$ cat config.mk
export PLATFORM = sky130hd
export DESIGN_NAME = store_buffer
export DESIGN_NICKNAME = d
export VERILOG_FILES = /design/src/rtl/store_buffer.sv
export SDC_FILE = /design/constraint.sdc
export NUM_CORES = 1
export LEC_CHECK = 0
export CORE_ASPECT_RATIO = 1.2
export CORE_MARGIN = 2
export CORE_UTILIZATION = 24
export DETAILED_ROUTE_END_ITERATION = 8
export PLACE_DENSITY = 0.47
export REMOVE_ABC_BUFFERS = 1
export SLEW_MARGIN = 40
export SYNTH_ARGS = -nofsm -noshare
export SYNTH_HDL_FRONTEND = slang
export SYNTH_SLANG_ARGS = --single-unit
$ cat constraint.sdc
create_clock -name clk -period 3.18 [get_ports clk]
set_input_delay 0.636 -clock clk [delete_from_list [all_inputs] [get_ports clk]]
set_output_delay 0.636 -clock clk [all_outputs]
set_load 0.005 [all_outputs]
$ cat src/rtl/store_buffer.sv
// store_buffer: posted-write FIFO between the memory stage and data_mem; drains stores in order
// and serialises loads behind them. Optional macro STORE_BUFFER_FWD_EN adds store-to-load forwarding.
module store_buffer #(
   parameter int DEPTH = 4
) (
   input  logic        clk,
   input  logic        rst_n,
   input  logic [31:0] cpu_addr,
   input  logic [31:0] cpu_wdata,
   input  logic [3:0]  cpu_sign_mask,
   input  logic        cpu_memwrite,
   input  logic        cpu_memread,
   output logic [31:0] cpu_rdata,
   output logic        cpu_stall,
   output logic [31:0] mem_addr,
   output logic [31:0] mem_wdata,
   output logic [3:0]  mem_sign_mask,
   output logic        mem_memwrite,
   output logic        mem_memread,
   input  logic [31:0] mem_rdata,
   input  logic        mem_stall,
   output logic        sb_empty
);
   localparam int PTR_W = $clog2(DEPTH);
   localparam int CNT_W = PTR_W + 1;

   typedef enum logic [1:0] {S_IDLE, S_REQ, S_BUSY} state_t;

   state_t           state_q, state_d;
   logic             op_ld_q, op_ld_d;
   logic [31:0]      fifo_addr_q  [DEPTH];
   logic [31:0]      fifo_wdata_q [DEPTH];
   logic [3:0]       fifo_mask_q  [DEPTH];
   logic [PTR_W-1:0] wr_ptr_q, rd_ptr_q;
   logic [CNT_W-1:0] count_q, count_d;
   logic             ld_done_q, ld_done_d;
   logic [31:0]      cpu_rdata_q, cpu_rdata_d;
   logic [31:0]      mem_addr_q, mem_addr_d;
   logic [31:0]      mem_wdata_q, mem_wdata_d;
   logic [3:0]       mem_mask_q, mem_mask_d;
   logic             mem_wr_q, mem_wr_d;
   logic             mem_rd_q, mem_rd_d;
   logic             sb_empty_q;

   logic             full, push, pop, ld_cap, ld_pend, ld_elig, fwd_take;
   logic [31:0]      fwd_data;

   assign full    = (count_q == CNT_W'(DEPTH));
   assign push    = cpu_memwrite & ~full;
   assign ld_pend = cpu_memread & ~ld_done_q;

`ifdef STORE_BUFFER_FWD_EN
   logic             any_match, newest_word, ld_inflight;
   logic [PTR_W-1:0] idx;

   // Walk oldest to newest so the last hit recorded is the newest matching entry.
   always_comb begin
      any_match   = 1'b0;
      newest_word = 1'b0;
      fwd_data    = '0;
      idx         = rd_ptr_q;
      for (int i = 0; i < DEPTH; i++) begin
         idx = rd_ptr_q + PTR_W'(i);
         if ((CNT_W'(i) < count_q) && (fifo_addr_q[idx][31:2] == cpu_addr[31:2])) begin
            any_match   = 1'b1;
            newest_word = fifo_mask_q[idx][2];
            fwd_data    = fifo_wdata_q[idx];
         end
      end
   end

   assign ld_inflight = (state_q != S_IDLE) & op_ld_q;
   assign fwd_take    = ld_pend & ~ld_inflight & any_match & newest_word & cpu_sign_mask[2];
   assign ld_elig     = ld_pend & ~any_match;
`else
   assign fwd_take = 1'b0;
   assign fwd_data = '0;
   assign ld_elig  = ld_pend & (count_q == '0);
`endif

   always_comb begin
      state_d     = state_q;
      op_ld_d     = op_ld_q;
      mem_addr_d  = mem_addr_q;
      mem_wdata_d = mem_wdata_q;
      mem_mask_d  = mem_mask_q;
      mem_wr_d    = 1'b0;
      mem_rd_d    = 1'b0;
      pop         = 1'b0;
      ld_cap      = 1'b0;
      case (state_q)
         S_IDLE: begin
            if (ld_elig) begin
               state_d     = S_REQ;
               op_ld_d     = 1'b1;
               mem_addr_d  = cpu_addr;
               mem_wdata_d = cpu_wdata;
               mem_mask_d  = cpu_sign_mask;
               mem_rd_d    = 1'b1;
            end else if (count_q != '0) begin
               state_d     = S_REQ;
               op_ld_d     = 1'b0;
               mem_addr_d  = fifo_addr_q[rd_ptr_q];
               mem_wdata_d = fifo_wdata_q[rd_ptr_q];
               mem_mask_d  = fifo_mask_q[rd_ptr_q];
               mem_wr_d    = 1'b1;
            end
         end
         S_REQ: state_d = S_BUSY;
         S_BUSY: begin
            if (!mem_stall) begin
               state_d = S_IDLE;
               ld_cap  = op_ld_q;
               pop     = ~op_ld_q;
            end
         end
         default: state_d = S_IDLE;
      endcase
   end

   always_comb begin
      count_d     = count_q + CNT_W'(push) - CNT_W'(pop);
      ld_done_d   = ld_cap | fwd_take;
      cpu_rdata_d = cpu_rdata_q;
      if (ld_cap)
         cpu_rdata_d = mem_rdata;
      else if (fwd_take)
         cpu_rdata_d = fwd_data;
   end

   always_ff @(posedge clk or negedge rst_n) begin
      if (!rst_n) begin
         state_q     <= S_IDLE;
         op_ld_q     <= 1'b0;
         wr_ptr_q    <= '0;
         rd_ptr_q    <= '0;
         count_q     <= '0;
         ld_done_q   <= 1'b0;
         cpu_rdata_q <= '0;
         mem_addr_q  <= '0;
         mem_wdata_q <= '0;
         mem_mask_q  <= '0;
         mem_wr_q    <= 1'b0;
         mem_rd_q    <= 1'b0;
         sb_empty_q  <= 1'b1;
      end else begin
         state_q     <= state_d;
         op_ld_q     <= op_ld_d;
         count_q     <= count_d;
         ld_done_q   <= ld_done_d;
         cpu_rdata_q <= cpu_rdata_d;
         mem_addr_q  <= mem_addr_d;
         mem_wdata_q <= mem_wdata_d;
         mem_mask_q  <= mem_mask_d;
         mem_wr_q    <= mem_wr_d;
         mem_rd_q    <= mem_rd_d;
         sb_empty_q  <= (count_d == '0);
         if (push)
            wr_ptr_q <= wr_ptr_q + PTR_W'(1);
         if (pop)
            rd_ptr_q <= rd_ptr_q + PTR_W'(1);
      end
   end

   // Entry storage carries no reset; validity comes from count_q alone.
   always_ff @(posedge clk) begin
      if (push) begin
         fifo_addr_q[wr_ptr_q]  <= cpu_addr;
         fifo_wdata_q[wr_ptr_q] <= cpu_wdata;
         fifo_mask_q[wr_ptr_q]  <= cpu_sign_mask;
      end
   end

   assign cpu_rdata     = cpu_rdata_q;
   assign cpu_stall     = (cpu_memwrite & full) | (cpu_memread & ~ld_done_q);
   assign mem_addr      = mem_addr_q;
   assign mem_wdata     = mem_wdata_q;
   assign mem_sign_mask = mem_mask_q;
   assign mem_memwrite  = mem_wr_q;
   assign mem_memread   = mem_rd_q;
   assign sb_empty      = sb_empty_q;

endmodule
; Yosys cells after proc, flatten, opt, wreduce, memory -nomap -nowiden
; Memory sizes are Yosys's and may differ from the RTL's.
; Cells that the tools add are included.
[word_totals]
ram_bits = 272
inputBits = 105
output_inout_bits = 104
elab_cells = 63
n_memories = 3
ff_bits = 114
[memory_table]
columns = name, depth, word_bits, read_ports, rd_clocked_by_memory_dff, write_ports, line_no
row1 = fifo_addr_q, 4, 32, 1, 0, 1, 31  ; logic [31:0] fifo_addr_q [DEPTH];
row2 = fifo_wdata_q, 4, 32, 1, 0, 1, 32  ; logic [31:0] fifo_wdata_q [DEPTH];
row3 = fifo_mask_q, 4, 4, 1, 0, 1, 33  ; logic [3:0] fifo_mask_q [DEPTH];
[classes]
n_bitwise = 8
n_eq_ne = 5
add_sub_neg = 4
muxes = 23
reduce_logical = 7
[op_table]
columns = cell, count
row1 = $mux 32, 4
row2 = $mux 1, 13
row3 = $mux 4, 2
row4 = $logic_not 3->1, 2
row5 = $mux 2, 3
row6 = $pmux 2 s3, 1
row7 = $add 2x1->2 const B, 2
row8 = $and 1x1->1, 4
row9 = $reduce_and 2->1, 2
row10 = $add 3x1->3, 1
row11 = $eq 3x3->1 const B, 1
row12 = $ne 3x3->1 const B, 1
row13 = $not 1->1, 3
row14 = $reduce_bool 3->1, 1
row15 = $sub 3x1->3, 1
row16 = $eq 2x1->1 const B, 1
row17 = $eq 2x2->1 const B, 1
row18 = $logic_not 2->1, 1
row19 = $ne 2x2->1 const B, 1
row20 = $reduce_bool 2->1, 1
row21 = $or 1x1->1, 1

; Logic depth before layout (Yosys ltp)
[logic_depth]
word_depth = 6
mapped_depth = 10
ltp_nobuf = 10

; Least setup slack after synthesis
; Ideal clock, no wire load.
[synth_path]
path_type = input to register
from = input port cpu_memwrite
to = memory fifo_addr_q[2][0], enable pin
path_slack_ps = 105
path_buffers = 0
setup_ps = 433
arrival_ps = 2642
t_required_ps = 2747
path_stages = 2
path_cell_list = a21boi_1 > and2_1
[synth_via]
elab_chain_cells = 3
[synth_rtl]
columns = element, line_no
row1 = "start, declared", 11  ; input logic cpu_memwrite,
row2 = $and 1x1->1, 49  ; assign push = cpu_memwrite & ~full;
row3 = $mux 1, 167  ; if (push) begin
row4 = $mux 1 (implied by the code), 168  ; fifo_addr_q[wr_ptr_q] <= cpu_addr;
row5 = "end, declared", 31
; No other way between the ends.

; Final worst setup path
[layout_path]
from = input port cpu_memread
to = output port cpu_stall
[layout_via]
elab_chain_cells = 2
[layout_rtl]
columns = element, line_no
row1 = "start, declared", 12  ; input logic cpu_memread,
row2 = $and 1x1->1, 175  ; assign cpu_stall = (cpu_memwrite & full) | (cpu_memread & ~ld_done_q);
row3 = $or 1x1->1, 175
row4 = "end, declared", 14  ; output logic cpu_stall,
; No other way between the ends.

==> results list <==
* Master cell of the clock root buffer: clkbuf_16
- Data on the critical path arrives at its endpoint at 1980 ps.
* Worst flop-to-flop path startpoint: state_q[0]
- Total length of routed wires: 40000 um
- For the pin with the worst max-slew slack, the measured transition is 790 ps.
- Via density per instance: 4.61
- The setup check on the worst reg-to-reg path leaves a slack of 880 ps.
- Clock tree buffer depth: 3
* TritonCTS Buffers: 43
- Stage delay of the slowest cell on the critical path: ~500 ps
* Final layout net count: 1124
- Endpoint class of the critical path: output pin
* Tmin final: 2610 ps
- Total negative setup slack: 0 ps
- Finished layout cell area: ~20000 um^2
- WP buf/inv: 2
- Global placement routability congestion: 0.658
- Total setup violations reported at the end of the flow: 0
- Number of hold buffers added after cts: 0
- The area growth from synthesis to layout is 30.9%.
- For this run, design rule violations remaining after detail routing come to 0.
* Async S/R FF share, synth: 29.5%
- The region available for standard cell placement spans 61900 um^2.
* CP max-delay cell: clkdlybuf4s50_1
- Top delay family on crit path: buffers and inverters
- Register bit count reported by yosys: 386
- Clock tree from TritonCTS: done
- Most used flip-flop cell after synthesis: edfxtp_1
- By area the synthesized netlist is led by edfxtp_1 54%, dfrtp_1 19%, mux4_2 10%, o2bb2ai_1 4.0%, a22oi_1 3.4%.
* Critical path data required time: 2540 ps
- The largest total area in the synthesized netlist belongs to edfxtp_1.
- First-pass GRT wire length: 60400 um
- Share of the clock period used by the worst path after layout: approximately 82%
- The worst register-to-register path ends at sb_empty.
* Layout cells sized above 1: between 15 and 20%
- Multi-input gate area in the final layout: ~3700 um^2
- Entering global routing, the biggest net connects 71 pins.
* Share of synthesized area occupied by flip-flops and latches: 73.5%
- Die outline area: about 64000 um^2
- Final hold viol count: 0
- Max-slew headroom at the worst pin: 47.3%
- Once detailed placement completed, the half-perimeter wirelength came to 22500 um.
- Standard-cell rows: 100
- Post-synth cell types: 32
* Later-pin clock latency in the skew report: 550 ps
* Number of antenna violations at the first check in global routing: 3
- Across the VDD grid, the largest voltage drop is 709 uV.
- Synth Warn #: 0
- Total number of H-tree levels: 2
* Fraction of synthesized cell area taken by the top area cell type: between 50% and 60%
- Buffers placed on the I/O ports in this run total 208.
- Cell with the most instances on the worst path: clkdlybuf4s50_1
* Mean Syn Cell Area: 18.8 um^2
- Critical Path, Cell by Cell: clkdlybuf4s50_1 > nor2b_4 > a31o_2 > clkdlybuf4s50_1
- In this run the vertical extent of the chip is 278 um.
* Remaining Overflow, GRT: 0
* Class of the worst hold path: in -> async
- Number of setup buffers added after CTS: 0
- TritonCTS Sinks: 386
* Number of maximum-capacitance violations: 0
- Remaining number of nets flagged by the antenna check after routing: 0
- The critical path starts at cpu_memread.
* Number of DRC markers after the initial detailed-route iteration: 474
- Inserted Diodes: 0
- Ports: 209
- CTS-repair resized insts: 0
* Outcome: finished, final reports clean
* Overall routing resource usage: 12.4%
- Detailed-routing iteration count for the pre-antenna-repair pass: 5
- Register clock-pin slew on the reported worst setup and hold paths: around 60 ps
* Cell area power density: 981 nW/um^2
- The mapped netlist covers 15000 um^2.
- The via count of the first global-routing pass was between 9000 and 10000.
- FF-to-FF path depth: 9
- Along the worst path, the maximum fanout reaches 2.
- Placement-stage cell area: about 18000 um^2
- Place WS: around 270 ps
* Category of the critical setup timing path: in -> out
* Die W: 232 um
* Post-synthesis instance total: about 800
- Clock skew on the completed layout was measured at roughly 19 ps.
* FF/Latch Area: about 11000 um^2
- The layout has 6083 filler cells.
- STA classifies the critical path startpoint as an input port.
- In this run, synthesis inferred ~270 flip-flops with an integrated enable.
* DR WL/cell: 21.5 um
- Final critical-path setup slack: around 570 ps
- Derived from the worst setup path, the maximum achievable clock frequency is 0.383 GHz.
* Unrepaired setup endpoints after global routing: false
* Number of max-slew violations in the final report: 0
- For this design the static power due to leakage is 6.73 nW.
- For this block, the via count after detailed routing is between 8000 and 9000.
- For this configuration, the core starts out at a cell density of 24.2%.
power by group:
part,internal (W),switching [W]
registers,0.00693,0.000655
logic,0.00352,0.00337
clock network,0.00277,0.00201
worst max-delay path by stage:
stage,slack [ps],endpoint,cells past startpoint
after CTS,530,cpu_stall,4
after detailed placement,270,sb_empty,10
final,570,cpu_stall,4
after global routing,500,cpu_stall,4
after global placement,300,sb_empty,10
after floorplan,-1280,op_ld_q,3
layout by cell type (no fill, tap or decap), drive strengths merged, types with 3 or more instances in the layout:
master         count
a21oi             69
inv               10
dfrtp            113
edfxtp           272
o2bb2ai           68
buf               27
clkbuf            60
and2               4
clkinv            13
mux2              33
a22oi             68
nand2              3
ha                 6
clkinvlp           3
mux4              68
xnor2              3
clkdlybuf4s50    207
kinds of logic after synthesis:
group / after synthesis / share of synthesized area [%]
flip-flops: 386 / 73.5
AO/OA/AOI/OAI: 208 / 9.92
multiplexers: 102 / 12.8
buffers and inverters: 72 / 2.10
AND/OR/NAND/NOR: 17 / 0.768
adder cells (fa/ha/maj): 7 / 0.634
XOR/XNOR: 5 / 0.292
layer usage:
layer / share of wire [%] / GRT usage (%) / wire, um / up-vias
met5: 0.11 / 0 / 43 / -
met4: 1.6 / 2.99 / 632 / 6
met3: 6.6 / 3.53 / 2650 / 50
met2: 49 / 20.6 / 19600 / 275
met1: 43 / 15.9 / 17100 / 4570
li1: - / - / - / 3690
cell usage after synthesis (all sizes together), types with 2 or more instances:
| cell | n |
|---|---|
| dfrtp | 113 |
| o2bb2ai | 68 |
| clkbuf | 35 |
| nand2 | 3 |
| mux4 | 68 |
| nor4b | 2 |
| buf | 29 |
| xnor2 | 3 |
| a21oi | 69 |
| nor3 | 2 |
| a22oi | 68 |
| edfxtp | 272 |
| and2 | 4 |
| xor2 | 2 |
| mux2 | 33 |
| ha | 6 |
| nor2 | 2 |
| inv | 8 |
stage by stage:
step	hold slack, ps	utilization, %	power [W]	std cells
6_report	113	31.7	0.0193	1862
5_1_grt	134	31.7	0.0204	1862
4_1_cts	106	31.7	0.0196	1862
3_5_place_dp	474	29.5	0.0147	1783
3_3_place_gp	471	29.5	0.0146	1783
2_1_floorplan	340	-	0.0114	733
sequential cells by signal (all words and copies together) (netlist names):
register	count
op_ld_q	1
fifo_mask_q	16
state_q	2
wr_ptr_q	2
rd_ptr_q	2
fifo_addr_q	128
ld_done_q	1
mem_addr	32
cpu_rdata	32
sb_empty	1
mem_memread	1
count_q	3
fifo_wdata_q	128
mem_wdata	32
mem_sign_mask	4
mem_memwrite	1
final cells by class:
type | instances | area share, %
Inverter | 8 | 0.153
Clock inverter | 19 | 0.733
Timing Repair Buffer | 234 | 12.6
Multi-Input combinational cell | 339 | 18.9
Clock buffer | 60 | 6.22
Sequential cell | 386 | 56.2
Tap cell | 816 | 5.20
worst register-to-register path, cell delays in order (launching register included):
cell     delay (ps)
dfrtp_1         490
nor4b_1         350
buf_4           180
ha_1            110
inv_1            40
ha_1            180
fa_1            400
xor2_1          160
xnor2_1         150
nor3_1          150
Note: power is estimated with default switching activity, not from simulation.
